==> src/rtl/spi_master_param.sv <==
`default_nettype none
// ============================================================================
//  Module   : spi_master_param
//  Purpose  : Parametrised SPI master. Supports a configurable word width,
//             slave count and SCLK divider. CPOL, CPHA and bit order are
//             selected per transfer. A busy/done handshake is provided, and
//             slave indices outside the valid range are rejected.
//  Revision : 1.0  initial release
// ----------------------------------------------------------------------------
//  Ports
//    clk                 in   system clock, rising edge
//    reset               in   asynchronous, active-high reset
//    start               in   transfer request, sampled while busy=0
//    cpol / cpha         in   SPI mode, latched at accept
//    lsb_first           in   1: bit 0 first, 0: MSB first, latched at accept
//    slaveSelect         in   target chip-select index, latched at accept
//    masterDataToSend    in   word to transmit, latched at accept
//    masterDataReceived  out  last complete received word
//    busy                out  high from accept until completion
//    done                out  one-cycle completion pulse
//    SCLK                out  serial clock
//    CS                  out  active-low chip selects
//    MOSI                out  serial data out
//    MISO                in   serial data in
// ============================================================================
module spi_master_param #(
   parameter int DATA_WIDTH = 8,
   parameter int NUM_SLAVES = 3,
   parameter int SS_WIDTH   = 2,
   parameter int CLK_DIV    = 1
) (
   input  logic                  clk,
   input  logic                  reset,
   input  logic                  start,
   input  logic                  cpol,
   input  logic                  cpha,
   input  logic                  lsb_first,
   input  logic [SS_WIDTH-1:0]   slaveSelect,
   input  logic [DATA_WIDTH-1:0] masterDataToSend,
   output logic [DATA_WIDTH-1:0] masterDataReceived,
   output logic                  busy,
   output logic                  done,
   output logic                  SCLK,
   output logic [NUM_SLAVES-1:0] CS,
   output logic                  MOSI,
   input  logic                  MISO
);

   localparam int DIV_W  = (CLK_DIV > 1) ? $clog2(CLK_DIV) : 1;
   localparam int HALF_W = $clog2(2 * DATA_WIDTH);
   localparam int BIT_W  = $clog2(DATA_WIDTH);

   localparam logic [DIV_W-1:0]  DIV_LAST  = DIV_W'(CLK_DIV - 1);
   localparam logic [HALF_W-1:0] HALF_LAST = HALF_W'(2 * DATA_WIDTH - 1);
   localparam logic [BIT_W-1:0]  BIT_LAST  = BIT_W'(DATA_WIDTH - 1);
   localparam logic [SS_WIDTH:0] NUM_SL    = (SS_WIDTH + 1)'(NUM_SLAVES);

   typedef enum logic [1:0] {
      ST_IDLE  = 2'd0,
      ST_LEAD  = 2'd1,
      ST_SHIFT = 2'd2,
      ST_HOLD  = 2'd3
   } state_t;

   state_t                 state_q, state_d;
   logic [DIV_W-1:0]       div_q, div_d;
   logic [HALF_W-1:0]      half_q, half_d;
   logic [DATA_WIDTH-1:0]  tx_q, tx_d;
   logic [DATA_WIDTH-1:0]  rx_q, rx_d;
   logic [DATA_WIDTH-1:0]  rdata_q, rdata_d;
   logic                   cpol_q, cpol_d;
   logic                   cpha_q, cpha_d;
   logic                   lsb_q, lsb_d;
   logic                   sclk_q, sclk_d;
   logic                   mosi_q, mosi_d;
   logic                   busy_q, busy_d;
   logic                   done_q, done_d;
   logic [NUM_SLAVES-1:0]  cs_q, cs_d;

   logic                   sel_ok;
   logic [HALF_W-1:0]      half_nx;
   logic [BIT_W-1:0]       cur_bit;

   // Logical bit number (0 = first on the wire) to physical bit position.
   function automatic logic [BIT_W-1:0] bit_pos(input logic [BIT_W-1:0] idx,
                                                input logic             lsb);
      return lsb ? idx : (BIT_LAST - idx);
   endfunction

   assign sel_ok = ({1'b0, slaveSelect} < NUM_SL);

   always_comb begin
      state_d = state_q;
      div_d   = div_q;
      half_d  = half_q;
      tx_d    = tx_q;
      rx_d    = rx_q;
      rdata_d = rdata_q;
      cpol_d  = cpol_q;
      cpha_d  = cpha_q;
      lsb_d   = lsb_q;
      sclk_d  = sclk_q;
      mosi_d  = mosi_q;
      busy_d  = busy_q;
      done_d  = 1'b0;
      cs_d    = cs_q;
      half_nx = half_q + 1'b1;
      // Half-period index h covers bit h/2; even h is a leading edge.
      cur_bit = half_nx[HALF_W-1:1];

      case (state_q)
         ST_IDLE: begin
            sclk_d = cpol;
            if (start && sel_ok) begin
               state_d = ST_LEAD;
               div_d   = '0;
               half_d  = '0;
               tx_d    = masterDataToSend;
               rx_d    = '0;
               cpol_d  = cpol;
               cpha_d  = cpha;
               lsb_d   = lsb_first;
               busy_d  = 1'b1;
               cs_d    = ~(NUM_SLAVES'(1) << slaveSelect);
               // CPHA=0 presents the first bit before the first leading edge.
               mosi_d  = cpha ? 1'b0 : masterDataToSend[bit_pos('0, lsb_first)];
            end
         end

         ST_LEAD: begin
            if (div_q == DIV_LAST) begin
               state_d = ST_SHIFT;
               div_d   = '0;
               half_d  = '0;
               sclk_d  = ~cpol_q;
               if (cpha_q) begin
                  mosi_d = tx_q[bit_pos('0, lsb_q)];
               end else begin
                  rx_d[bit_pos('0, lsb_q)] = MISO;
               end
            end else begin
               div_d = div_q + 1'b1;
            end
         end

         ST_SHIFT: begin
            if (div_q == DIV_LAST) begin
               div_d = '0;
               if (half_q == HALF_LAST) begin
                  // Last trailing edge already issued; SCLK rests at cpol.
                  state_d = ST_HOLD;
               end else begin
                  half_d = half_nx;
                  sclk_d = ~sclk_q;
                  if (half_nx[0]) begin
                     // Trailing edge
                     if (cpha_q) begin
                        rx_d[bit_pos(cur_bit, lsb_q)] = MISO;
                     end else if (cur_bit != BIT_LAST) begin
                        mosi_d = tx_q[bit_pos(cur_bit + 1'b1, lsb_q)];
                     end
                  end else begin
                     // Leading edge
                     if (cpha_q) begin
                        mosi_d = tx_q[bit_pos(cur_bit, lsb_q)];
                     end else begin
                        rx_d[bit_pos(cur_bit, lsb_q)] = MISO;
                     end
                  end
               end
            end else begin
               div_d = div_q + 1'b1;
            end
         end

         ST_HOLD: begin
            if (div_q == DIV_LAST) begin
               state_d = ST_IDLE;
               div_d   = '0;
               cs_d    = '1;
               busy_d  = 1'b0;
               done_d  = 1'b1;
               sclk_d  = cpol_q;
               mosi_d  = 1'b0;
               rdata_d = rx_q;
            end else begin
               div_d = div_q + 1'b1;
            end
         end

         default: begin
            state_d = ST_IDLE;
         end
      endcase
   end

   always_ff @(posedge clk or posedge reset) begin
      if (reset) begin
         state_q <= ST_IDLE;
         div_q   <= '0;
         half_q  <= '0;
         tx_q    <= '0;
         rx_q    <= '0;
         rdata_q <= '0;
         cpol_q  <= 1'b0;
         cpha_q  <= 1'b0;
         lsb_q   <= 1'b0;
         sclk_q  <= 1'b0;
         mosi_q  <= 1'b0;
         busy_q  <= 1'b0;
         done_q  <= 1'b0;
         cs_q    <= '1;
      end else begin
         state_q <= state_d;
         div_q   <= div_d;
         half_q  <= half_d;
         tx_q    <= tx_d;
         rx_q    <= rx_d;
         rdata_q <= rdata_d;
         cpol_q  <= cpol_d;
         cpha_q  <= cpha_d;
         lsb_q   <= lsb_d;
         sclk_q  <= sclk_d;
         mosi_q  <= mosi_d;
         busy_q  <= busy_d;
         done_q  <= done_d;
         cs_q    <= cs_d;
      end
   end

   assign masterDataReceived = rdata_q;
   assign busy               = busy_q;
   assign done               = done_q;
   assign SCLK               = sclk_q;
   assign CS                 = cs_q;
   assign MOSI               = mosi_q;

endmodule
`default_nettype wire

==> config.mk <==
export PLATFORM = sky130hd
export DESIGN_NAME = spi_master_param
export DESIGN_NICKNAME = d
export VERILOG_FILES = /design/src/rtl/spi_master_param.sv
export SDC_FILE = /design/constraint.sdc
export NUM_CORES = 1
export LEC_CHECK = 0
export ABC_CLOCK_PERIOD_IN_PS = 5700
export CAP_MARGIN = 20
export CORE_UTILIZATION = 33
export DETAILED_ROUTE_END_ITERATION = 16
export GPL_TIMING_DRIVEN = 0
export PLACE_DENSITY = 0.6
export SETUP_SLACK_MARGIN = 0.05
export SYNTH_ARGS = -nofsm -noshare
export SYNTH_HDL_FRONTEND = slang
export SYNTH_SLANG_ARGS = --single-unit
==> constraint.sdc <==
create_clock -name clk -period 5.7 [get_ports clk]
set_input_delay 1.14 -clock clk [delete_from_list [all_inputs] [get_ports clk]]
set_output_delay 1.14 -clock clk [all_outputs]
set_load 0.01 [all_outputs]
==> results of run 1 <==
[where the power goes]
part           leakage, nW  switching, mW  internal, mW
combinational        0.817          0.567         0.432
sequential           0.514         0.0958         0.384
clock               0.0645          0.102         0.155
[worst max path at each step]
stage,from,endpoint,slack [ns]
floorplan,half_q[1],MOSI,2.94
global placement,slaveSelect[1],rx_q[2],2.35
detailed placement,slaveSelect[1],rx_q[2],2.33
CTS,half_q[1],MOSI,2.38
global route,half_q[1],MOSI,2.01
finish,half_q[1],MOSI,2.39
[synthesized netlist by cell type, drive strengths merged (5+ instances only)]
library cell / count
dfrtp: 37
nand3: 7
nor3: 7
nor2: 17
nor2b: 6
a22o: 5
a21oi: 12
o21ai: 11
inv: 18
nand2: 18
clkbuf: 9
mux2i: 6
mux2: 22
ha: 8
buf: 7
a221oi: 8
a31oi: 6
o211ai: 9
[area by class of cell]
cell class | count | share of cell area
multi-input combinational | 208 | 0.487
sequential | 40 | 0.301
timing repair buffer | 31 | 0.0929
tap | 105 | 0.0393
clock buffer | 7 | 0.0288
buffer | 16 | 0.0221
inverter | 18 | 0.0202
clock inverter | 1 | 0.00899
[kinds of logic after synthesis]
| logic type | share of synthesized area |
|---|---|
| xor+xnor | 0.0126 |
| mux | 0.145 |
| buf+inv | 0.0510 |
| simple gates | 0.139 |
| fa+ha+maj | 0.0361 |
| compound gates | 0.255 |
| flops | 0.362 |
[registers in the layout (all words and copies together), names as in the netlist, 2 cells and up]
register / cells
state_q: 2
CS: 3
masterDataReceived: 8
half_q: 4
rx_q: 8
tx_q: 8
[per-layer routing]
layer	vias to the layer above	GRT usage	part of all wire	wire length, µm
li1	1153	-	-	-
met1	1177	0.246	0.50	3560
met2	56	0.284	0.45	3220
met3	9	0.0340	0.041	292
met4	0	0.0423	0.010	75
met5	-	0	0	0
[worst reg2reg max path, stage by stage (launching register included)]
cell and delay, ns:
dfrtp_1 0.51, ha_1 0.28, buf_2 0.24, xor2_1 0.41, ha_1 0.24, ha_1 0.22, clkbuf_1 0.20, nor2b_1 0.19
nor2b_1 0.13, o21ai_0 0.13, o311ai_0 0.16, a221o_1 0.36, a41oi_2 0.16
==> results.tsv, run 1 <==
metric	value	unit
vias in the first global route	2311	
Final Hold Viols	0	
die area	8770	µm²
critical path startpoint category	flop	
DR iter-0 viols	114	
critical-path cell list	ha_1, buf_2, xor2_1, ha_1, ha_1, clkbuf_1, nor2b_1, nor2b_1, o21ai_0, o311ai_0, a221o_1, a41oi_2	
DP HPWL	5.36	mm
global-route wire length before repair	12.0	mm
async set-reset flop share out of synthesis	1.00	
WL final	7.14	mm
critical-path maximum fanout	10	
Worst R2R Path Depth	12	
GR Overflow Total	0	
Slew Viols, Final	0	
wire per inst	16.8	µm
crit path DAT	3.53	ns
maximum VDD drop	0.000285	V
Worst Hold Slack	0.498	ns
clock sinks	40	
CP Buf/Inv Count	2	
Tot Pwr	1.74	mW
Distinct cells, synth	63	
H-tree levels	2	
Slew HR	0.442	
Max Root-Sink Buffers	2	
max cap viols	0	
post-route cell area	3340	µm²
R2R Path Start	half_q[1]	
YS warnings	0	
Die Width	93.7	µm
ranking of synthesized cells by area	dfrtp_1, mux2_2, ha_1, mux4_2, dfstp_2	
crit-path leading delay family	compound AO/OA/AOI/OAI gates	
RSZ-0062 raised after global routing	false	
Inst Count DP	418	
P&R area growth vs syn	20.5	%
Setup WS post-layout	2.39	ns
Levels on crit path	12	
FILL cells	810	
Syn Inst Count	282	
Tot GR Track Use	0.177	
CTS resizes	0	
run status	completed	
DR vias	2395	
layout cells sized above 1	0.174	
WS Path Type	reg -> reg	
Crit path required time	5.92	ns
area leader, netlist	dfrtp_1	
PwrDens	519	nW/µm²
Cell Area, Synth	2770	µm²
Final Skew	0.00507	ns
RR Endpoint	MOSI	
register cell area after layout	1000	µm²
Post-DP Area	3210	µm²
sequential area share after synthesis	0.362	
final core occ	0.409	
P_leak	1.39	nW
floorplan row count	33	
syn_area_per_cell	9.83	µm²
# DRC	0	
hold crit path type	reg -> reg	
post-synth top area share	0.334	
# setup viols final	0	
area taken by multi-input logic gates	1630	µm²
drt pass-1 iters	4	
post-synthesis net count	307	
Post-CTS Hold Fix Bufs	0	
Final GP Congestion	0.900	
Slowest-stage cell, CP	dfrtp_1	
Hold Path Origin	rx_q[3]	
TritonCTS buffer count	5	
diode count	0	
pre-CTS setup slack	2.33	ns
Cell Count, Final, Fillers Out	426	
Hold Path Depth	1	
Core Area	8180	µm²
Max Clock Freq	302	MHz
most common cell after layout, fill and taps aside	dfrtp_1	
R2R setup slack	2.39	ns
CP peak stage delay	0.51	ns
Min Clock Period, post-route	3.31	ns
CP Capture Type	flop	
Clock Latency Late Sink	0.30	ns
total setup buffers inserted after CTS	0	
Synth Flop Type	dfrtp_1	
CTS tree	built	
Reg clk slew, reported paths	0.08	ns
fin crit share	0.580	
Fin Setup TNS	0	ns
number of flops mapped to enable cells by yosys	0	
largest net degree at the start of global routing	41	
CP most frequent cell	ha_1	
Via density	5.62	
Die Ht	93.7	µm
Worst-Margin Slew	0.835	ns
Nets	345	
IO Port Bufs	31	
Yosys reg bits	40	
most frequent cells in the layout	dfrtp_1, clkdlybuf4s50_1, mux2_2	
initial antenna violation count	0	
Root Driver	clkbuf_8	
remaining antenna violation count after routing	0	
Starting Density	0.339	
I/O pin cnt	32	
Worst Hold Path EP	rx_q[3]	
Power figures use the tool's default switching activity.
==> inputs of run 2 (changes only) <==
- ABC_CLOCK_PERIOD_IN_PS: 5700 -> 3200
- clock period: 5.7 -> 3.2 ns (I/O delays scaled with it)
==> results.tsv, run 2 (synthesis results as in run 1) <==
metric	value	unit	change
run status	completed		
RSZ-0062 raised after global routing	false		
Core Area	8180	µm²	unchanged
floorplan row count	33		unchanged
total setup buffers inserted after CTS	0		unchanged
Min Clock Period, post-route	2.89	ns	-0.422 ns
Setup WS post-layout	0.314	ns	-2.08 ns
Slew Viols, Final	0		unchanged
# DRC	0		unchanged
critical-path maximum fanout	10		unchanged
post-route cell area	3360	µm²	+0.52%
crit path DAT	3.05	ns	-0.48 ns
Max Clock Freq	347	MHz	+15%
Nets	343		-0.58%
Die Width	93.7	µm	unchanged
pre-CTS setup slack	-0.0853	ns	-2.41 ns
GR Overflow Total	0		unchanged
clock sinks	40		unchanged
Post-DP Area	3210	µm²	unchanged
Tot GR Track Use	0.177		about the same
DP HPWL	5.36	mm	unchanged
Worst-Margin Slew	0.840	ns	+0.00459 ns
Final Skew	0.00291	ns	-0.00216 ns
CP Capture Type	flop		
P&R area growth vs syn	21.1	%	
diode count	0		unchanged
Reg power frac	0.277		about the same
PwrDens	924	nW/µm²	+78%
most frequent cells in the layout	dfrtp_1, clkdlybuf4s50_1, mux2_2		
critical path startpoint category	flop		
IO Port Bufs	31		unchanged
Gate power share	0.576		about the same
initial antenna violation count	0		unchanged
layout cells sized above 1	0.185		+0.0105
Reg clk slew, reported paths	0.08	ns	about the same
H-tree levels	2		unchanged
power share of the clock group	0.148		about the same
CTS tree	built		
DR iter-0 viols	135		+18%
fin crit share	0.902		+0.322
Crit path required time	3.37	ns	-2.55 ns
max cap viols	0		unchanged
vias in the first global route	2311		unchanged
WS Path Type	reg -> reg		
Via density	5.67		+0.93%
Root Driver	clkbuf_8		
Final GP Congestion	0.900		unchanged
drt pass-1 iters	4		unchanged
largest net degree at the start of global routing	41		unchanged
WL final	7.23	mm	+1.3%
Clock Latency Late Sink	0.30	ns	about the same
I/O pin cnt	32		unchanged
die area	8770	µm²	unchanged
# setup viols final	0		unchanged
Slew HR	0.439		-0.00307
Max Root-Sink Buffers	2		unchanged
P_leak	1.39	nW	-0.43%
wire per inst	17.1	µm	+1.8%
Final Hold Viols	0		unchanged
most common cell after layout, fill and taps aside	dfrtp_1		
Starting Density	0.339		unchanged
switching pwr	1.37	mW	+79%
Die Ht	93.7	µm	unchanged
global-route wire length before repair	12.0	mm	unchanged
Sw Ratio	0.442		+0.000619
TritonCTS buffer count	5		unchanged
DR vias	2406		+0.46%
Fin Setup TNS	0	ns	unchanged
maximum VDD drop	0.000516	V	+81%
Pint	1.73	mW	+79%
FILL cells	807		-0.37%
hold crit path type	reg -> reg		
remaining antenna violation count after routing	0		unchanged
## run 2: power by group through the flow
| stage | Sequential (mW) | Combinational (mW) | Clock, mW |
|---|---|---|---|
| finish | 0.858 | 1.79 | 0.458 |
| global route | 0.885 | 1.95 | 0.493 |
| CTS | 0.857 | 1.78 | 0.471 |
| detailed placement | 0.865 | 1.77 | 0 |
| global placement | 0.859 | 1.74 | 0 |
| floorplan | 0.839 | 1.28 | 0 |
## run 2: path summary, 6_finish.rpt
check | startpoint | endpoint | slack (ns) | cells past startpoint
setup reg to reg | half_q[1] | MOSI | 0.31 | 11
min in group asynchronous | reset | state_q[1] | 0.82 | 2
setup / recovery | half_q[1] | MOSI | 0.31 | 11
max in group asynchronous | reset | half_q[1] | 1.80 | 2
hold / removal | rx_q[3] | rx_q[3] | 0.50 | 1
hold reg to reg | rx_q[3] | rx_q[3] | 0.50 | 1
## run 2: timing repair
item | 4_1_cts | 5_1_grt
hold buffers | 0 | 0
resized for setup | 2 | 4
setup endpoints to repair | 1 | 1
## run 2: worst max-delay path, stage by stage, from the launching register on
cell and delay [ns]:
dfrtp_2 0.47, ha_1 0.25, buf_4 0.20, xor2_4 0.18, ha_1 0.21, ha_2 0.17, or3_1 0.35, a21oi_1 0.15
a21oi_1 0.06, a211oi_1 0.40, mux2i_1 0.27, a41oi_2 0.05
## run 2: layout make-up
type / instances / area [µm²] / share of cell area
plain buffers: 14 / 68.8 / 0.0205
clock inverters: 1 / 30.0 / 0.00894
well taps: 105 / 131 / 0.0391
flip-flops and latches: 40 / 1010 / 0.300
inverters: 18 / 67.6 / 0.0201
multi-input cells: 208 / 1650 / 0.491
clock buffers: 7 / 96.3 / 0.0287
repair buffers: 31 / 310 / 0.0924
## run 2: layer usage
metal / vias up / wire (µm) / global-route usage
met5: - / 0 / 0
met4: 0 / 78 / 0.0423
met3: 8 / 351 / 0.0340
met2: 68 / 3230 / 0.284
met1: 1183 / 3580 / 0.246
li1: 1147 / - / -
## run 2: through the flow
stage,power (mW),instances,hold WS [ns],util
5_1_grt,3.33,424,0.523,0.411
4_1_cts,3.11,426,0.511,0.410
3_5_place_dp,2.64,418,0.489,0.393
2_1_floorplan,2.12,282,0.442,-
3_3_place_gp,2.60,418,0.479,0.393
6_report,3.10,424,0.498,0.411
==> inputs of run 3 (changes only) <==
--- a/config.mk
+++ b/config.mk
@@ -8,4 +8,5 @@
 export ABC_CLOCK_PERIOD_IN_PS = 3200
 export CAP_MARGIN = 20
+export CORE_MARGIN = 2
 export CORE_UTILIZATION = 33
 export DETAILED_ROUTE_END_ITERATION = 16
==> constraint.sdc (replaced) <==
create_clock -name clk -period 3.2 [get_ports clk]
set_input_delay 0.64 -clock clk [delete_from_list [all_inputs] [get_ports clk]]
set_output_delay 0.64 -clock clk [all_outputs]
set_load 0.05 [all_outputs]
==> results.tsv, run 3 (synthesis results as in run 1) <==
metric	value	unit	change
Fin Setup TNS	0	ns	unchanged
global-route wire length before repair	11.4	mm	-5.1%
Starting Density	0.339		unchanged
Via density	5.61		-1.2%
Die Width	95.7	µm	+2.1%
critical path startpoint category	flop		
Post-CTS Hold Fix Bufs	0		unchanged
maximum VDD drop	0.000474	V	-8.2%
# setup viols final	0		unchanged
Die Ht	95.7	µm	+2.1%
register cell area after layout	1010	µm²	unchanged
GR Overflow Total	0		unchanged
CP most frequent cell	ha_1		
Worst Hold Slack	0.492	ns	-0.00574 ns
DR iter-0 viols	134		-0.74%
Cell Count, Final, Fillers Out	428		+0.94%
max cap viols	0		unchanged
DP HPWL	5.30	mm	-1.1%
critical-path maximum fanout	10		unchanged
drt pass-1 iters	5		+1
Final Skew	0.00360	ns	+0.000689 ns
P&R area growth vs syn	20.7	%	
Pint	1.64	mW	-5.4%
Reg clk slew, reported paths	0.08	ns	about the same
critical-path cell list	ha_1, clkbuf_4, xor2_4, ha_1, ha_1, clkbuf_1, nor2b_1, nor2b_1, o21ai_0, o311ai_0, a221o_1, a41oi_2		
Tot GR Track Use	0.161		-0.0159
Setup WS post-layout	0.277	ns	-0.0372 ns
Final Hold Viols	0		unchanged
layout cells sized above 1	0.183		-0.00229
IO Port Bufs	31		unchanged
CP peak stage delay	0.44	ns	-0.03 ns
fin crit share	0.913		+0.0116
area taken by multi-input logic gates	1650	µm²	-0.15%
DR vias	2399		-0.29%
Nets	347		+1.2%
wire per inst	16.4	µm	-3.9%
Min Clock Period, post-route	2.92	ns	+0.0372 ns
post-route cell area	3350	µm²	-0.37%
CP Capture Type	flop		
RSZ-0062 raised after global routing	false		
power share of the clock group	0.111		-0.037
clock sinks	40		unchanged
# DRC	0		unchanged
Slew HR	0.453		+0.0133
FILL cells	804		-0.37%
WL final	7.01	mm	-3.0%
Tot Pwr	3.16	mW	+1.9%
WS Path Type	reg -> reg		
hold crit path type	reg -> reg		
Inst Count DP	418		unchanged
largest net degree at the start of global routing	41		unchanged
crit path DAT	3.14	ns	+0.09 ns
TritonCTS buffer count	5		unchanged
Clock Latency Late Sink	0.29	ns	about the same
Post-DP Area	3210	µm²	unchanged
pre-CTS setup slack	-0.00731	ns	+0.0780 ns
Max Root-Sink Buffers	2		unchanged
switching pwr	1.52	mW	+11%
Final GP Congestion	0.878		-2.4%
Slew Viols, Final	0		unchanged
CP Buf/Inv Count	2		+1
floorplan row count	33		unchanged
H-tree levels	2		unchanged
remaining antenna violation count after routing	0		unchanged
initial antenna violation count	0		unchanged
Core Area	8180	µm²	unchanged
most common cell after layout, fill and taps aside	dfrtp_1		
Reg power frac	0.271		-0.006
Max Clock Freq	342	MHz	-1.3%
run status	completed		
Worst-Margin Slew	0.820	ns	-0.0199 ns
P_leak	1.38	nW	-0.31%
most frequent cells in the layout	dfrtp_1, clkdlybuf4s50_1, mux2_2		
Sw Ratio	0.481		+0.0398
Crit path required time	3.42	ns	+0.05 ns
Root Driver	clkbuf_8		
crit-path leading delay family	compound AO/OA/AOI/OAI gates		
diode count	0		unchanged
CTS tree	built		
Slowest-stage cell, CP	dfrtp_2		
PwrDens	945	nW/µm²	+2.3%
die area	9150	µm²	+4.3%
final core occ	0.409		-0.00153
vias in the first global route	2147		-7.1%
I/O pin cnt	32		unchanged
Gate power share	0.617		+0.041
run 3: changes by cell type in the layout (fill, tap and decap cells not counted), sizes merged:
cell      previous run  this run
buf                  7         8
clkinvlp             0         1
clkbuf              14        17
bufinv               1         0
run 3: final timing paths:
check | startpoint | endpoint | slack [ns] | depth (start not counted)
max reg2reg | half_q[1] | MOSI | 0.28 | 12
min reg2reg | rx_q[6] | rx_q[6] | 0.49 | 1
min in group asynchronous | reset | done | 0.82 | 2
max | half_q[1] | MOSI | 0.28 | 12
min | rx_q[6] | rx_q[6] | 0.49 | 1
max in group asynchronous | reset | half_q[1] | 1.81 | 2
run 3: worst reg2reg max path, cell delays in order, from the launching register on:
cell and delay [ns]:
dfrtp_2 0.44, ha_1 0.23, clkbuf_4 0.22, xor2_4 0.19, ha_1 0.20, ha_1 0.27, clkbuf_1 0.19, nor2b_1 0.19
nor2b_1 0.13, o21ai_0 0.13, o311ai_0 0.15, a221o_1 0.35, a41oi_2 0.16
run 3: cell type report:
| type | instances | share of cell area |
|---|---|---|
| multi-input combinational | 208 | 0.492 |
| sequential | 40 | 0.301 |
| timing repair buffer | 33 | 0.0972 |
| tap | 105 | 0.0393 |
| clock buffer | 7 | 0.0258 |
| buffer | 16 | 0.0228 |
| inverter | 18 | 0.0202 |
| clock inverter | 1 | 0.00224 |
run 3: repair_timing:
| item | CTS | global route |
|---|---|---|
| gates resized for setup | 1 | 3 |
| buffers inserted | 0 | 2 |
| pin swaps | 0 | 0 |
| endpoints found under the setup margin | 1 | 1 |
run 3: metal layers:
layer | global-route usage | vias up | wire [µm]
met5 | 0 | - | 0
met4 | 0.0321 | 0 | 57
met3 | 0.0300 | 7 | 394
met2 | 0.250 | 79 | 3060
met1 | 0.235 | 1157 | 3500
li1 | - | 1156 | -
run 3: power groups by stage:
stage	sequential [mW]	clock, mW	combinational (mW)
finish	0.857	0.352	1.95
CTS	0.862	0.366	1.93
global route	0.888	0.383	2.14
detailed placement	0.871	0	1.93
floorplan	1.01	0	1.28
global placement	0.862	0	1.91
